$ cat config.mk
export PLATFORM = sky130hd
export DESIGN_NAME = tm1638_frame_sched_flat
export DESIGN_NICKNAME = d
export VERILOG_FILES = /design/src/rtl/tm1638_frame_sched_if.sv /design/src/rtl/tm1638_frame_sched.sv /design/src/flat_wrapper.sv
export SDC_FILE = /design/constraint.sdc
export NUM_CORES = 1
export LEC_CHECK = 0
export BUFFER_PORTS_ARGS = -buffer_cell sky130_fd_sc_hd__buf_2
export CAP_MARGIN = 15
export CORE_ASPECT_RATIO = 1.25
export CORE_MARGIN = 1.5
export CORE_UTILIZATION = 57
export DETAILED_ROUTE_END_ITERATION = 6
export GPL_ROUTABILITY_DRIVEN = 0
export PLACE_DENSITY = 0.8
export SLEW_MARGIN = 20
export SYNTH_ARGS = -nofsm -noshare
export SYNTH_HDL_FRONTEND = slang
export SYNTH_SLANG_ARGS = --single-unit
$ cat constraint.sdc
create_clock -name clk -period 4 [get_ports clk]
set_clock_uncertainty 0.15 [all_clocks]
set_input_delay 0.8 -clock clk [delete_from_list [all_inputs] [get_ports clk]]
set_output_delay 0.8 -clock clk [all_outputs]
set_load 0.05 [all_outputs]
$ cat src/rtl/tm1638_frame_sched_if.sv
// Byte handshake and strobe between the TM1638 frame scheduler and the serial shifter.
interface tm1638_frame_sched_if;
    logic [7:0] byte_out;
    logic       byte_valid;
    logic       byte_ready;
    logic       shifter_busy;
    logic       stb;

    modport master (
        output byte_out,
        output byte_valid,
        output stb,
        input  byte_ready,
        input  shifter_busy
    );

    modport slave (
        input  byte_out,
        input  byte_valid,
        input  stb,
        output byte_ready,
        output shifter_busy
    );
endinterface

$ cat src/rtl/tm1638_frame_sched.sv
// TM1638 frame scheduler: on each tick, sends three strobed command groups
// (0x40 | 0xC0 + 16 data bytes | display control) to a byte-wide serial shifter.
// Optional macro TM1638_LEADZERO_BLANK_EN blanks zero digits at even positions.
module tm1638_frame_sched #(
    parameter int unsigned GAP_CYCLES = 2
) (
    input  logic                        clk,
    input  logic                        rst,
    input  logic                        tick,
    input  logic [7:0]                  led,
    input  logic [3:0]                  seg0,
    input  logic [3:0]                  seg1,
    input  logic [3:0]                  seg2,
    input  logic [3:0]                  seg3,
    input  logic [3:0]                  seg4,
    input  logic [3:0]                  seg5,
    input  logic [3:0]                  seg6,
    input  logic [3:0]                  seg7,
    input  logic [2:0]                  bright,
    input  logic                        disp_on,
    tm1638_frame_sched_if.master        bus,
    output logic                        busy,
    output logic                        frame_done
);

    typedef enum logic [2:0] {
        StIdle, StG1, StGap1, StG2, StGap2, StG3, StGap3, StDone
    } state_e;

    state_e      state_q, state_d;
    logic        stb_q, stb_d;
    logic        valid_q, valid_d;
    logic [7:0]  byte_q, byte_d;
    logic [3:0]  addr_q, addr_d;
    logic        data_q, data_d;      // G2 is past its 0xC0 header
    logic [15:0] gap_q, gap_d;
    logic        pending_q, pending_d;
    logic [7:0]  led_q, led_d;
    logic [3:0]  seg_q [8];
    logic [3:0]  seg_d [8];
    logic [2:0]  bright_q, bright_d;
    logic        disp_on_q, disp_on_d;

    logic [3:0]  nxt_addr;
    logic [2:0]  nxt_pos;
    logic [7:0]  nxt_data;

    function automatic logic [7:0] seg7_code(input logic [3:0] d);
        logic [7:0] c;
        unique case (d)
            4'h0: c = 8'h3F;  4'h1: c = 8'h06;  4'h2: c = 8'h5B;  4'h3: c = 8'h4F;
            4'h4: c = 8'h66;  4'h5: c = 8'h6D;  4'h6: c = 8'h7D;  4'h7: c = 8'h07;
            4'h8: c = 8'h7F;  4'h9: c = 8'h6F;  4'hA: c = 8'h77;  4'hB: c = 8'h7C;
            4'hC: c = 8'h39;  4'hD: c = 8'h5E;  4'hE: c = 8'h79;  4'hF: c = 8'h71;
            default: c = 8'h00;
        endcase
        return c;
    endfunction

    // Data byte for the next G2 address: digit code at even, LED bit at odd addresses.
    always_comb begin
        nxt_addr = data_q ? addr_q + 4'd1 : 4'd0;
        nxt_pos  = nxt_addr[3:1];
        if (nxt_addr[0]) begin
            nxt_data = {7'b0, led_q[nxt_pos]};
        end else begin
            nxt_data = seg7_code(seg_q[nxt_pos]);
`ifdef TM1638_LEADZERO_BLANK_EN
            if (!nxt_pos[0] && seg_q[nxt_pos] == 4'h0) nxt_data = 8'h00;
`else
`endif
        end
    end

    // Next-state and registered output computation.
    always_comb begin
        state_d   = state_q;
        stb_d     = stb_q;
        valid_d   = valid_q;
        byte_d    = byte_q;
        addr_d    = addr_q;
        data_d    = data_q;
        gap_d     = gap_q;
        pending_d = pending_q;
        led_d     = led_q;
        seg_d     = seg_q;
        bright_d  = bright_q;
        disp_on_d = disp_on_q;

        unique case (state_q)
            StIdle, StDone: begin
                if (tick || (state_q == StDone && pending_q)) begin
                    pending_d = 1'b0;
                    led_d     = led;
                    seg_d     = '{seg0, seg1, seg2, seg3, seg4, seg5, seg6, seg7};
                    bright_d  = bright;
                    disp_on_d = disp_on;
                    state_d   = StG1;
                    stb_d     = 1'b0;
                    valid_d   = 1'b1;
                    byte_d    = 8'h40;
                end else begin
                    state_d = StIdle;
                end
            end
            StG1, StG2, StG3: begin
                pending_d = pending_q | tick;
                if (valid_q) begin
                    if (bus.byte_ready) begin
                        if (state_q == StG2 && !(data_q && addr_q == 4'd15)) begin
                            data_d = 1'b1;
                            addr_d = nxt_addr;
                            byte_d = nxt_data;
                        end else begin
                            // Last byte of the group: drain the shifter before strobing.
                            valid_d = 1'b0;
                            addr_d  = 4'd0;
                            data_d  = 1'b0;
                        end
                    end
                end else if (!bus.shifter_busy) begin
                    stb_d = 1'b1;
                    gap_d = '0;
                    if (state_q == StG1)      state_d = StGap1;
                    else if (state_q == StG2) state_d = StGap2;
                    else                      state_d = StGap3;
                end
            end
            StGap1, StGap2, StGap3: begin
                pending_d = pending_q | tick;
                if (32'(gap_q) + 32'd1 >= GAP_CYCLES) begin
                    if (state_q == StGap1) begin
                        state_d = StG2;
                        stb_d   = 1'b0;
                        valid_d = 1'b1;
                        byte_d  = 8'hC0;
                        addr_d  = 4'd0;
                        data_d  = 1'b0;
                    end else if (state_q == StGap2) begin
                        state_d = StG3;
                        stb_d   = 1'b0;
                        valid_d = 1'b1;
                        byte_d  = {4'h8, disp_on_q, bright_q};
                    end else begin
                        state_d = StDone;
                    end
                end else begin
                    gap_d = gap_q + 16'd1;
                end
            end
            default: state_d = StIdle;
        endcase
    end

    // State and output registers with synchronous reset.
    always_ff @(posedge clk) begin
        if (rst) begin
            state_q   <= StIdle;
            stb_q     <= 1'b1;
            valid_q   <= 1'b0;
            byte_q    <= 8'h00;
            addr_q    <= 4'd0;
            data_q    <= 1'b0;
            gap_q     <= '0;
            pending_q <= 1'b0;
            led_q     <= 8'h00;
            seg_q     <= '{default: 4'h0};
            bright_q  <= 3'd0;
            disp_on_q <= 1'b0;
        end else begin
            state_q   <= state_d;
            stb_q     <= stb_d;
            valid_q   <= valid_d;
            byte_q    <= byte_d;
            addr_q    <= addr_d;
            data_q    <= data_d;
            gap_q     <= gap_d;
            pending_q <= pending_d;
            led_q     <= led_d;
            seg_q     <= seg_d;
            bright_q  <= bright_d;
            disp_on_q <= disp_on_d;
        end
    end

    assign bus.byte_out   = byte_q;
    assign bus.byte_valid = valid_q;
    assign bus.stb        = stb_q;
    assign busy           = (state_q != StIdle);
    assign frame_done     = (state_q == StDone);

endmodule

$ cat src/flat_wrapper.sv
// flat-port wrapper written by rule: the top's interface ports become plain ports
module tm1638_frame_sched_flat 
#(
    parameter int unsigned GAP_CYCLES = 2
)
  (clk, rst, tick, led, seg0, seg1, seg2, seg3, seg4, seg5, seg6, seg7, bright, disp_on, busy, frame_done, bus_byte_out, bus_byte_valid, bus_stb, bus_byte_ready, bus_shifter_busy);
  tm1638_frame_sched_if bus_i ();
  input  logic clk;
  input  logic rst;
  input  logic tick;
  input  logic [7:0] led;
  input  logic [3:0] seg0;
  input  logic [3:0] seg1;
  input  logic [3:0] seg2;
  input  logic [3:0] seg3;
  input  logic [3:0] seg4;
  input  logic [3:0] seg5;
  input  logic [3:0] seg6;
  input  logic [3:0] seg7;
  input  logic [2:0] bright;
  input  logic disp_on;
  output logic busy;
  output logic frame_done;
  output wire logic [$bits(bus_i.byte_out)-1:0] bus_byte_out;
  output wire logic [$bits(bus_i.byte_valid)-1:0] bus_byte_valid;
  output wire logic [$bits(bus_i.stb)-1:0] bus_stb;
  input wire logic [$bits(bus_i.byte_ready)-1:0] bus_byte_ready;
  input wire logic [$bits(bus_i.shifter_busy)-1:0] bus_shifter_busy;
  assign bus_byte_out = bus_i.byte_out;
  assign bus_byte_valid = bus_i.byte_valid;
  assign bus_stb = bus_i.stb;
  assign bus_i.byte_ready = bus_byte_ready;
  assign bus_i.shifter_busy = bus_shifter_busy;
  tm1638_frame_sched #(.GAP_CYCLES(GAP_CYCLES)) u_core (.clk(clk), .rst(rst), .tick(tick), .led(led), .seg0(seg0), .seg1(seg1), .seg2(seg2), .seg3(seg3), .seg4(seg4), .seg5(seg5), .seg6(seg6), .seg7(seg7), .bright(bright), .disp_on(disp_on), .bus(bus_i), .busy(busy), .frame_done(frame_done));
endmodule
* After elaboration in Yosys (flattened, before gate mapping) *
Memories as Yosys holds them, arrays and structs flattened.
Cells that the tools add are included.

word-level totals
  memory bits (read-only) = 112
  logic and storage cells = 120
  memories kept = 1
  input port bits = 49
  output and inout port bits = 12
  register bits after elaboration = 79

cells by class
  bitwise gates (word level) = 2
  $lt $le $gt $ge = 3
  $add $sub $neg = 3
  reductions and logical operators = 19
  muxes and demuxes = 55
  eq/ne operators = 18

memories
  name              words  bits a word  rd ports  clocked after Yosys merged registers in  wr ports  line                      source
  (name not given)  16     7            1         0                                        0         tm1638_frame_sched.sv:50  unique case (d)

operators with widths
  operator                                                                 number
  8-bit 2-to-1 mux                                                         8
  16-bit 2-to-1 mux                                                        3
  32-bit by 2-bit >= comparator with 1-bit output (second input constant)  1
  4-bit 2-to-1 mux                                                         8
  16-bit case mux with 2 select lines                                      1
  8-bit case mux with 3 select lines                                       1
  1-bit 2-to-1 mux                                                         19
  16-bit by 1-bit adder with 17-bit output (second input constant)         1
  16-bit by 1-bit adder with 16-bit output (second input constant)         1
  3-bit 2-to-1 mux                                                         5
  4-bit binary-select mux with 3-bit select                                1
  3-bit == test (second input constant)                                    4
  2-bit by 1-bit != test with 1-bit output (second input constant)         5
  5-bit AND reduction                                                      2
  3-bit case mux with 3 select lines                                       1
  2-bit != test (second input constant)                                    4
  4-bit case mux with 2 select lines                                       1
  3-bit by 2-bit == test with 1-bit output (second input constant)         2
  1-bit case mux with 3 select lines                                       2
  3-bit AND reduction                                                      2
  6-bit AND reduction                                                      1
  3-bit OR reduction                                                       2
  6-bit OR reduction                                                       1
  4-bit by 1-bit adder with 4-bit output (second input constant)           1
  other kinds (19)                                                         23

* Longest topological paths before layout *
Gate-level depths: netlist (run 1).
An unclocked memory read counts as a cell.

  depth after elaboration = 12
  gate-level depth with buffers = 11
  mapped depth without buffers = 10

* Least setup slack after synthesis (run 1) *
OpenSTA, ideal clock, no wires.

  path kind = reg2reg
  start point = register u_core.addr_q[0]
  end point = register u_core.byte_q[2], in the netlist u_core.bus.byte_out[2]
  required time = 3709 ps
  period minus slack after synthesis = 3032 ps
  setup slack = 968 ps
  path buffers = 1
  setup time = 141 ps
  cell stages (with the launch flop) = 12
  arrival time = 2741 ps
  cells stage by stage = dfxtp_1 ha_1 xor2_1 and2_1 buf_6 mux4_2 mux2i_4 inv_1 ha_1 or3_1 a22oi_1 a211oi_1

between the ends
  word-level cells in the longest chain between the ends = 12
  elaborated cells on any way between the ends = 18
  those cells by class = add/sub (1); eq/ne (2); mux (9); bitwise (1); reduce/logical (4); memory (1)

RTL lines
  what                                                    line                       source
  start, declared                                         tm1638_frame_sched.sv:34   logic [3:0] addr_q, addr_d;
  start signal, assigned                                  tm1638_frame_sched.sv:175  addr_q <= addr_d;
  4-bit by 1-bit adder with 4-bit output                  tm1638_frame_sched.sv:62   nxt_addr = data_q ? addr_q + 4'd1 : 4'd0;
  4-bit 2-to-1 mux                                        tm1638_frame_sched.sv:62
  3-bit inverter with 4-bit output (not written as such)  tm1638_frame_sched.sv:67   nxt_data = seg7_code(seg_q[nxt_pos]);
  4-bit binary-select mux with 3-bit select               tm1638_frame_sched.sv:67
  4-bit 2-to-1 mux (not written as such) (2 in series)    tm1638_frame_sched.sv:67
  memory read 16 x 7 bit                                  --
  8-bit 2-to-1 mux                                        tm1638_frame_sched.sv:64   if (nxt_addr[0]) begin
  8-bit 2-to-1 mux                                        tm1638_frame_sched.sv:110  if (state_q == StG2 && !(data_q && addr_q == 4'd15)) begin
  8-bit 2-to-1 mux                                        tm1638_frame_sched.sv:109  if (bus.byte_ready) begin
  8-bit 2-to-1 mux                                        tm1638_frame_sched.sv:108  if (valid_q) begin
  8-bit case mux with 3 select lines                      tm1638_frame_sched.sv:90   unique case (state_q)
  end signal, assigned                                    tm1638_frame_sched.sv:174  byte_q <= byte_d;
  end, declared                                           tm1638_frame_sched.sv:33   logic [7:0] byte_q, byte_d;

Parallel ways exist; a longest one is shown, timed or not. The select of a mux whose other input is x is not followed.
A chain may end at the register's enable or synchronous reset.

* Final worst setup path (run 1) *
  start point = register u_core.addr_q[0]
  end point = register u_core.byte_q[3], in the netlist u_core.bus.byte_out[3]

Same word-level chain as after synthesis.

==> impl_metrics.csv, run 1 <==
group,metric,value,unit
worst_setup_path,cpMaxStageDelayCell,"mux4_2",
cells_and_area,post-route-util,67.5,%
logic_synthesis,synth_ff_type,"dfxtp_1",
drt,drtIter0Drc,203,
logic_synthesis,syn_inst,486,
global_route,grt_antenna_before_repair,0,
logic_synthesis,syn_avg_cell_area,8.19,um^2
floorplanning,dieArea,0.00750,mm^2
clocking,clock_sinks,79,
logic_synthesis,yosys_warnings,0,
placed_design,port_buffers,60,
sta,finalCriticalPeriod,3.52,ns
floorplanning,rows,33,
worst_setup_path,crit_type,"reg2reg",
placed_design,place_hpwl,6.52,mm
floorplanning,start_util,59.9,%
global_route,grt_first_pass_wirelength,14.7,mm
logic_synthesis,yosysUniqueCellTypes,58,
pwr,power,2.41,mW
pwr,leakagePower,1.83,nW
clocking,cts_buffer_depth,2,
clocking,cts_tree,"built",
floorplanning,num_io_pins,61,
floorplanning,die_x,77.8,um
logic_synthesis,synthTopCellsByCount,"nand2_1 (119), dfxtp_1 (79), a21oi_1 (64), clkbuf_1 (21), and2_1 (20)",
logic_synthesis,ys_seq_elements,79,
clocking,cts_setup_buffers,0,
sta,tns,0,ns
floorplanning,coreArea,0.00665,mm^2
drt,wl_per_cell,14.0,um
placed_design,placed_cells,612,
clocking,cts-buffers-inserted,9,
sta,rsz0062_at_grt,"no",
worst_setup_path,path_buf_inv,1,
worst_setup_path,worstRegToRegCells,10,
worst_setup_path,slowest_delay,0.58,ns
min_path,min_path_type,"reg2reg",
clocking,clk_transition_reported_paths,0.08,ns
worst_setup_path,crit_chain,"ha_1 -> xor2_1 -> and2_1 -> mux4_2 -> mux2i_2 -> inv_1 -> ha_1 -> a211oi_1 -> nand2_1 -> a311oi_1",
clocking,cts_hold_buf,0,
worst_setup_path,worstSetupPathDepth,10,
sta,fmax,0.284,GHz
cells_and_area,fin_nets,599,
sta,hold_viol,0,
floorplanning,die_h,96.5,um
clocking,htreeDepth,3,
worst_setup_path,crit_path_max_fanout,6,
logic_synthesis,ys_seq_area_share,39.7,%
worst_setup_path,cp_top_family,"multiplexers",
drt,drt_pre_antenna_iters,5,
global_route,grtUsageTotal,24.9,%
logic_synthesis,synth_most_common_cell,"nand2_1",
worst_setup_path,timing.critical_path.from_type,"flop",
logic_synthesis,synth.top_cell.area_share,39.7,%
global_route,grt-ovfl-total,0,
clocking,ctsResizeCount,0,
sta,slew_violations,0,
cells_and_area,stdcell_count,628,
cells_and_area,num_antenna_cells,0,
clocking,cts_root_buf,"clkbuf_8",
worst_setup_path,end_kind,"flop",
global_route,grt_pass1_vias,3294,
drt,routed_wl,8.80,mm
drt,viasPerCell,5.56,
worst_setup_path,cp.required,4.12,ns
sta,finalCritPeriodShare,88.0,%
logic_synthesis,synth_edf_count,0,
cells_and_area,syn_to_final_growth,12.6,%
sta,finalSetupViolations,0,
cells_and_area,layout-drive-gt1-share,17.4,%
logic_synthesis,synth_nets,549,
logic_synthesis,ys_async_sr_fraction,0,%
pwr,powerDensity,538,mW/mm^2
pwr,vdd_drop_max,0.280,mV
global_route,grt_max_degree,45,
logic_synthesis,synth_area,0.00398,mm^2
clocking,clock_latency,0.36,ns
drt,ant_nets,0,
logic_synthesis,synthTopCellsByArea,"dfxtp_1 (40%), nand2_1 (11%), a21oi_1 (8.0%), ha_1 (4.4%), mux4_2 (3.4%)",
run,maxCapViolations,0,
sta,max-slew-margin-rel,42.4,%
worst_setup_path,cp_data_arrival_time,3.64,ns
outcome,status,"finished clean",
drt,vias,3494,
sta,worstMarginPinSlew,0.841,ns
cells_and_area,n_fill_cell,570,
worst_setup_path,critPathMostFrequentCell,"ha_1",
min_path,whs_path_depth,2,
drt,drc,0,
logic_synthesis,yosys.area.top_type,"dfxtp_1",
==> cells in the final DEF (no fill, tap or decap), types with 3 or more instances in the layout <==
cell type    n
nand3b_1     6
and2_1      20
nor3_1      14
clkinv_2     4
xnor2_1      3
buf_4        3
xor2_1       3
nand2_1    119
ha_1        14
mux2i_1      9
dfxtp_1     79
clkbuf_8     9
or2_1        3
inv_1       14
nand4_1      3
or3_1        7
a31oi_1      6
and3_1       4
a21oi_1     63
nor2_1      15
o21ai_0      6
a211oi_1     6
buf_2       60
o21ai_1      7
nor2b_1      4
a2111o_1     4
mux4_2       6
nand3_1      5
nand2b_1     3
==> sequential cells by signal (all words and copies together), names as in the netlist <==
name / flops
u_core.addr_q: 4
u_core.bright_q: 3
u_core.bus.byte_out: 8
u_core.bus.byte_valid: 1
u_core.bus.stb: 1
u_core.data_q: 1
u_core.disp_on_q: 1
u_core.gap_q: 16
u_core.led_q: 8
u_core.pending_q: 1
u_core.seg_q: 32
u_core.state_q: 3
==> stage by stage <==
stage | setup slack, ns | cell area (um^2) | hold slack, ns
6_report | 0.480 | 4480 | 0.309
5_1_grt | 0.227 | 4480 | 0.332
4_1_cts | 0.476 | 4480 | 0.308
3_5_place_dp | 0.480 | 4320 | 0.297
3_3_place_gp | 0.654 | 4320 | 0.290
2_1_floorplan | 0.968 | 3980 | 0.271
==> cell families (layout without fill, tap and decap cells) <==
kind of cell             count (synthesis)  in the layout  share of synthesized area, %
AO/OA/AOI/OAI                          118            118                          18.4
buffers and inverters                   38             93                          3.80
XOR/XNOR                                 7              7                          1.73
flip-flops                              79             79                          39.7
adder cells (fa/ha/maj)                 14             14                          4.40
AND/OR/NAND/NOR                        210            210                          24.6
multiplexers                            20             20                          7.41
==> cell type report <==
| cell class | instances | area, um^2 | area share, % |
|---|---|---|---|
| Clock inverter | 6 | 37.5 | 0.837 |
| Timing Repair Buffer | 63 | 323 | 7.20 |
| Inverter | 14 | 52.6 | 1.17 |
| Multi-Input combinational cell | 369 | 2250 | 50.3 |
| Tap cell | 87 | 109 | 2.43 |
| Clock buffer | 10 | 128 | 2.85 |
| Sequential cell | 79 | 1580 | 35.3 |
==> layer usage <==
layer	share of wire [%]	vias up	GRT usage [%]
met5	0	-	0
met4	2.4	0	9.39
met3	4.4	19	6.01
met2	51	94	45.7
met1	42	1586	27.9
li1	-	1795	-
==> power breakdown <==
group | switching [mW] | total, mW | internal [mW]
combinational | 0.594 | 0.891 | 0.297
sequential | 0.0890 | 1.01 | 0.920
clock | 0.290 | 0.513 | 0.223
total | 0.973 | 2.41 | 1.44
==> worst register-to-register path, cell delays in order, from the launching register on <==
cell and delay [ns]:
dfxtp_1 0.36, ha_1 0.26, xor2_1 0.29, and2_1 0.45
mux4_2 0.58, mux2i_2 0.34, inv_1 0.16, ha_1 0.25
a211oi_1 0.26, nand2_1 0.09, a311oi_1 0.23
==> worst paths after layout <==
| path | slack, ns | endpoint | from |
|---|---|---|---|
| setup reg to reg | 0.48 | u_core.bus.byte_out[3] | u_core.addr_q[0] |
| hold reg to reg | 0.31 | u_core.seg_q[3] | u_core.seg_q[3] |
| hold / removal | 0.31 | u_core.seg_q[3] | u_core.seg_q[3] |
| setup / recovery | 0.48 | u_core.bus.byte_out[3] | u_core.addr_q[0] |
(Power assumes the default switching activity.)
==> run 2, diff against run 1 <==
--- a/config.mk
+++ b/config.mk
@@ -5,14 +5,15 @@
 export SDC_FILE = /design/constraint.sdc
 export NUM_CORES = 1
 export LEC_CHECK = 0
+export ABC_AREA = 1
 export BUFFER_PORTS_ARGS = -buffer_cell sky130_fd_sc_hd__buf_2
 export CAP_MARGIN = 15
 export CORE_ASPECT_RATIO = 1.25
 export CORE_MARGIN = 1.5
-export CORE_UTILIZATION = 57
+export CORE_UTILIZATION = 58
 export DETAILED_ROUTE_END_ITERATION = 6
 export GPL_ROUTABILITY_DRIVEN = 0
-export PLACE_DENSITY = 0.8
+export PLACE_DENSITY = 0.81
 export SLEW_MARGIN = 20
 export SYNTH_ARGS = -nofsm -noshare
 export SYNTH_HDL_FRONTEND = slang
==> run 2 against run 1 <==
Compared with the run above: utilization shrank 0.63 points; wire length grew 13%; sequential power is 7% higher; clock-buffer cell count unchanged; die area is 7.4% higher; via count grew 21%; register-to-register slack improved by 0.55 ns; first-iteration DRC count fell by 9.4%; clock power is 29% higher; worst hold slack lost 0.0049 ns.
==> impl_metrics.csv, run 2 <==
group,metric,value,unit
floorplanning,rows,35,
clocking,cts_tree,"built",
cells_and_area,stdcell_count,785,
sta,slew_violations,0,
logic_synthesis,syn_avg_cell_area,6.81,um^2
cells_and_area,fin_nets,752,
logic_synthesis,yosys_warnings,0,
floorplanning,die_x,80.6,um
pwr,powerDensity,625,mW/mm^2
outcome,status,"finished clean",
placed_design,place_area,0.00467,mm^2
cells_and_area,final_cell_mix,"nand2_1 (142), nor2_1 (92), dfxtp_1 (79)",
drt,routed_wl,9.96,mm
sta,max-slew-margin-rel,58.9,%
logic_synthesis,synth.top_cell.area_share,36.2,%
global_route,grt_first_pass_wirelength,16.7,mm
global_route,grtUsageTotal,26.1,%
floorplanning,dieArea,0.00806,mm^2
cells_and_area,num_antenna_cells,0,
drt,vias,4242,
global_route,grt_antenna_before_repair,0,
logic_synthesis,syn_inst,641,
logic_synthesis,synth_most_common_cell,"nand2_1",
sta,rsz0062_at_grt,"no",
cells_and_area,n_fill_cell,655,
clocking,htreeDepth,3,
pwr,vdd_drop_max,0.351,mV
clocking,cts_setup_buffers,0,
cells_and_area,layout-drive-gt1-share,19.3,%
cells_and_area,post-route-util,66.8,%
clocking,clk_transition_reported_paths,0.08,ns
placed_design,placed_cells,770,
worst_setup_path,slowest_delay,0.53,ns
drt,drtIter0Drc,184,
placed_design,port_buffers,60,
cells_and_area,mostFrequentLayoutCell,"nand2_1",
sta,hold_viol,0,
clocking,clock_latency,0.36,ns
clocking,ctsResizeCount,0,
logic_synthesis,ys_seq_area_share,36.2,%
pwr,leakagePower,2.20,nW
drt,drt_pre_antenna_iters,7,
worst_setup_path,timing.critical_path.from_type,"flop",
clocking,cts_hold_buf,0,
floorplanning,die_h,100,um
sta,finalCritPeriodShare,74.1,%
worst_setup_path,rrSetupSlack,1.03,ns
sta,finalCriticalPeriod,2.97,ns
logic_synthesis,synth_nets,704,
floorplanning,start_util,59.7,%
clocking,cts_root_buf,"clkbuf_8",
clocking,cts-buffers-inserted,9,
pwr,power,3.05,mW
placed_design,place_ws,1.06,ns
cells_and_area,top_regs,"u_core.seg_q x32, u_core.gap_q x16",
min_path,min_path_type,"reg2reg",
drt,wl_per_cell,12.7,um
floorplanning,num_io_pins,61,
cells_and_area,final_area,0.00489,mm^2
placed_design,place_hpwl,7.41,mm
global_route,grt-ovfl-total,0,
sta,hold_slack,0.304,ns
logic_synthesis,ys_async_sr_fraction,0,%
drt,ant_nets,0,
logic_synthesis,synth_ff_type,"dfxtp_1",
sta,fin_ws,1.03,ns
logic_synthesis,synth_edf_count,0,
worst_setup_path,cpMaxStageDelayCell,"ha_1",
sta,tns,0,ns
worst_setup_path,crit_path_max_fanout,33,
drt,drc,0,
logic_synthesis,yosysUniqueCellTypes,32,
clocking,clock_sinks,79,
logic_synthesis,synthTopCellsByCount,"nand2_1 (142), nor2_1 (92), dfxtp_1 (79), o21ai_0 (65), inv_1 (54)",
clocking,cts_buffer_depth,2,
logic_synthesis,synthTopCellsByArea,"dfxtp_1 (36%), nand2_1 (12%), nor2_1 (7.9%), o21ai_0 (7.5%), inv_1 (4.6%)",
floorplanning,coreArea,0.00731,mm^2
sta,finalSetupViolations,0,
worst_setup_path,cp.required,4.12,ns
global_route,grt_pass1_vias,4009,
global_route,grt_max_degree,50,
cells_and_area,largest_reg_flops,32,
drt,viasPerCell,5.40,
worst_setup_path,end_kind,"flop",
sta,fmax,0.337,GHz
logic_synthesis,yosys.area.top_type,"dfxtp_1",
cells_and_area,largest_register,"u_core.seg_q",
run,maxCapViolations,0,
worst_setup_path,crit_chain,"ha_1 -> nand2_4 -> nand2_1 -> o21ai_0 -> nand2_1 -> o21ai_1 -> o21ai_2 -> inv_1 -> ha_1 -> inv_1 -> nand3_1 -> nand3_1 -> nand2_1 -> nand2_1 -> nand2_1 -> nand2_1 -> nand2_1 -> a21oi_1",
worst_setup_path,cp_data_arrival_time,3.09,ns
logic_synthesis,synth_area,0.00436,mm^2
sta,worstMarginPinSlew,0.615,ns
worst_setup_path,critPathMostFrequentCell,"nand2_1",
logic_synthesis,ys_seq_elements,79,
worst_setup_path,crit_type,"reg2reg",
cells_and_area,syn_to_final_growth,12.0,%
-- run 2: changes by cell type in the layout (fill, tap and decap cells not counted), sizes merged, moves of 11 or more --
cell / previous run / this run
nand2: 119 / 159
o21ai: 13 / 83
inv: 14 / 64
nor2: 15 / 104
nand3: 6 / 38
a21oi: 64 / 35
mux2i: 11 / 0
and2: 20 / 0
-- run 2: area by class of cell --
class | count | area, um^2 | area share [%]
Tap cell | 92 | 115 | 2.36
Clock inverter | 5 | 81.3 | 1.66
Sequential cell | 79 | 1580 | 32.4
Timing Repair Buffer | 63 | 323 | 6.61
Inverter | 63 | 241 | 4.94
Multi-Input combinational cell | 473 | 2410 | 49.3
Clock buffer | 10 | 138 | 2.82
-- run 2: power by group --
part	leakage, nW	switching (mW)	internal (mW)	total (mW)
Sequential	0.648	0.108	0.968	1.08
Clock	0.109	0.295	0.366	0.661
Combinational	1.44	0.927	0.388	1.32
-- run 2: worst max-delay path, delay by kind of cell, from the launching register on --
family / cells / cell delay (ns)
compound gates: 4 / 0.51
simple gates: 10 / 0.88
flops: 1 / 0.35
buf+inv: 2 / 0.20
fa+ha+maj: 2 / 0.78
-- run 2: routing by layer --
| metal | global-route usage [%] | wire length, um | part of all wire (%) |
|---|---|---|---|
| met5 | 0 | 0 | 0 |
| met4 | 11.9 | 341 | 3.4 |
| met3 | 5.73 | 441 | 4.4 |
| met2 | 48.5 | 5080 | 51 |
| met1 | 27.5 | 4100 | 41 |
-- run 2: path summary, 6_finish.rpt --
kind / to / startpoint / depth (start not counted)
worst max-delay path: u_core.bus.byte_out[0] / u_core.addr_q[0] / 18
worst min-delay path: u_core.seg_q[16] / u_core.seg_q[16] / 2
worst max register to register: u_core.bus.byte_out[0] / u_core.addr_q[0] / 18
worst min register to register: u_core.seg_q[16] / u_core.seg_q[16] / 2
-- run 2: cells by family (layout without fill, tap and decap cells) --
family | count (synthesis) | in the layout | share of synthesized area (%)
adders and majority gates | 14 | 14 | 4.01
buffers and inverters | 89 | 141 | 8.57
and+or+nand+nor | 327 | 327 | 34.9
xor gates and xnor gates | 6 | 6 | 1.20
AOI/OAI and AO/OA | 126 | 126 | 15.1
DFF | 79 | 79 | 36.2
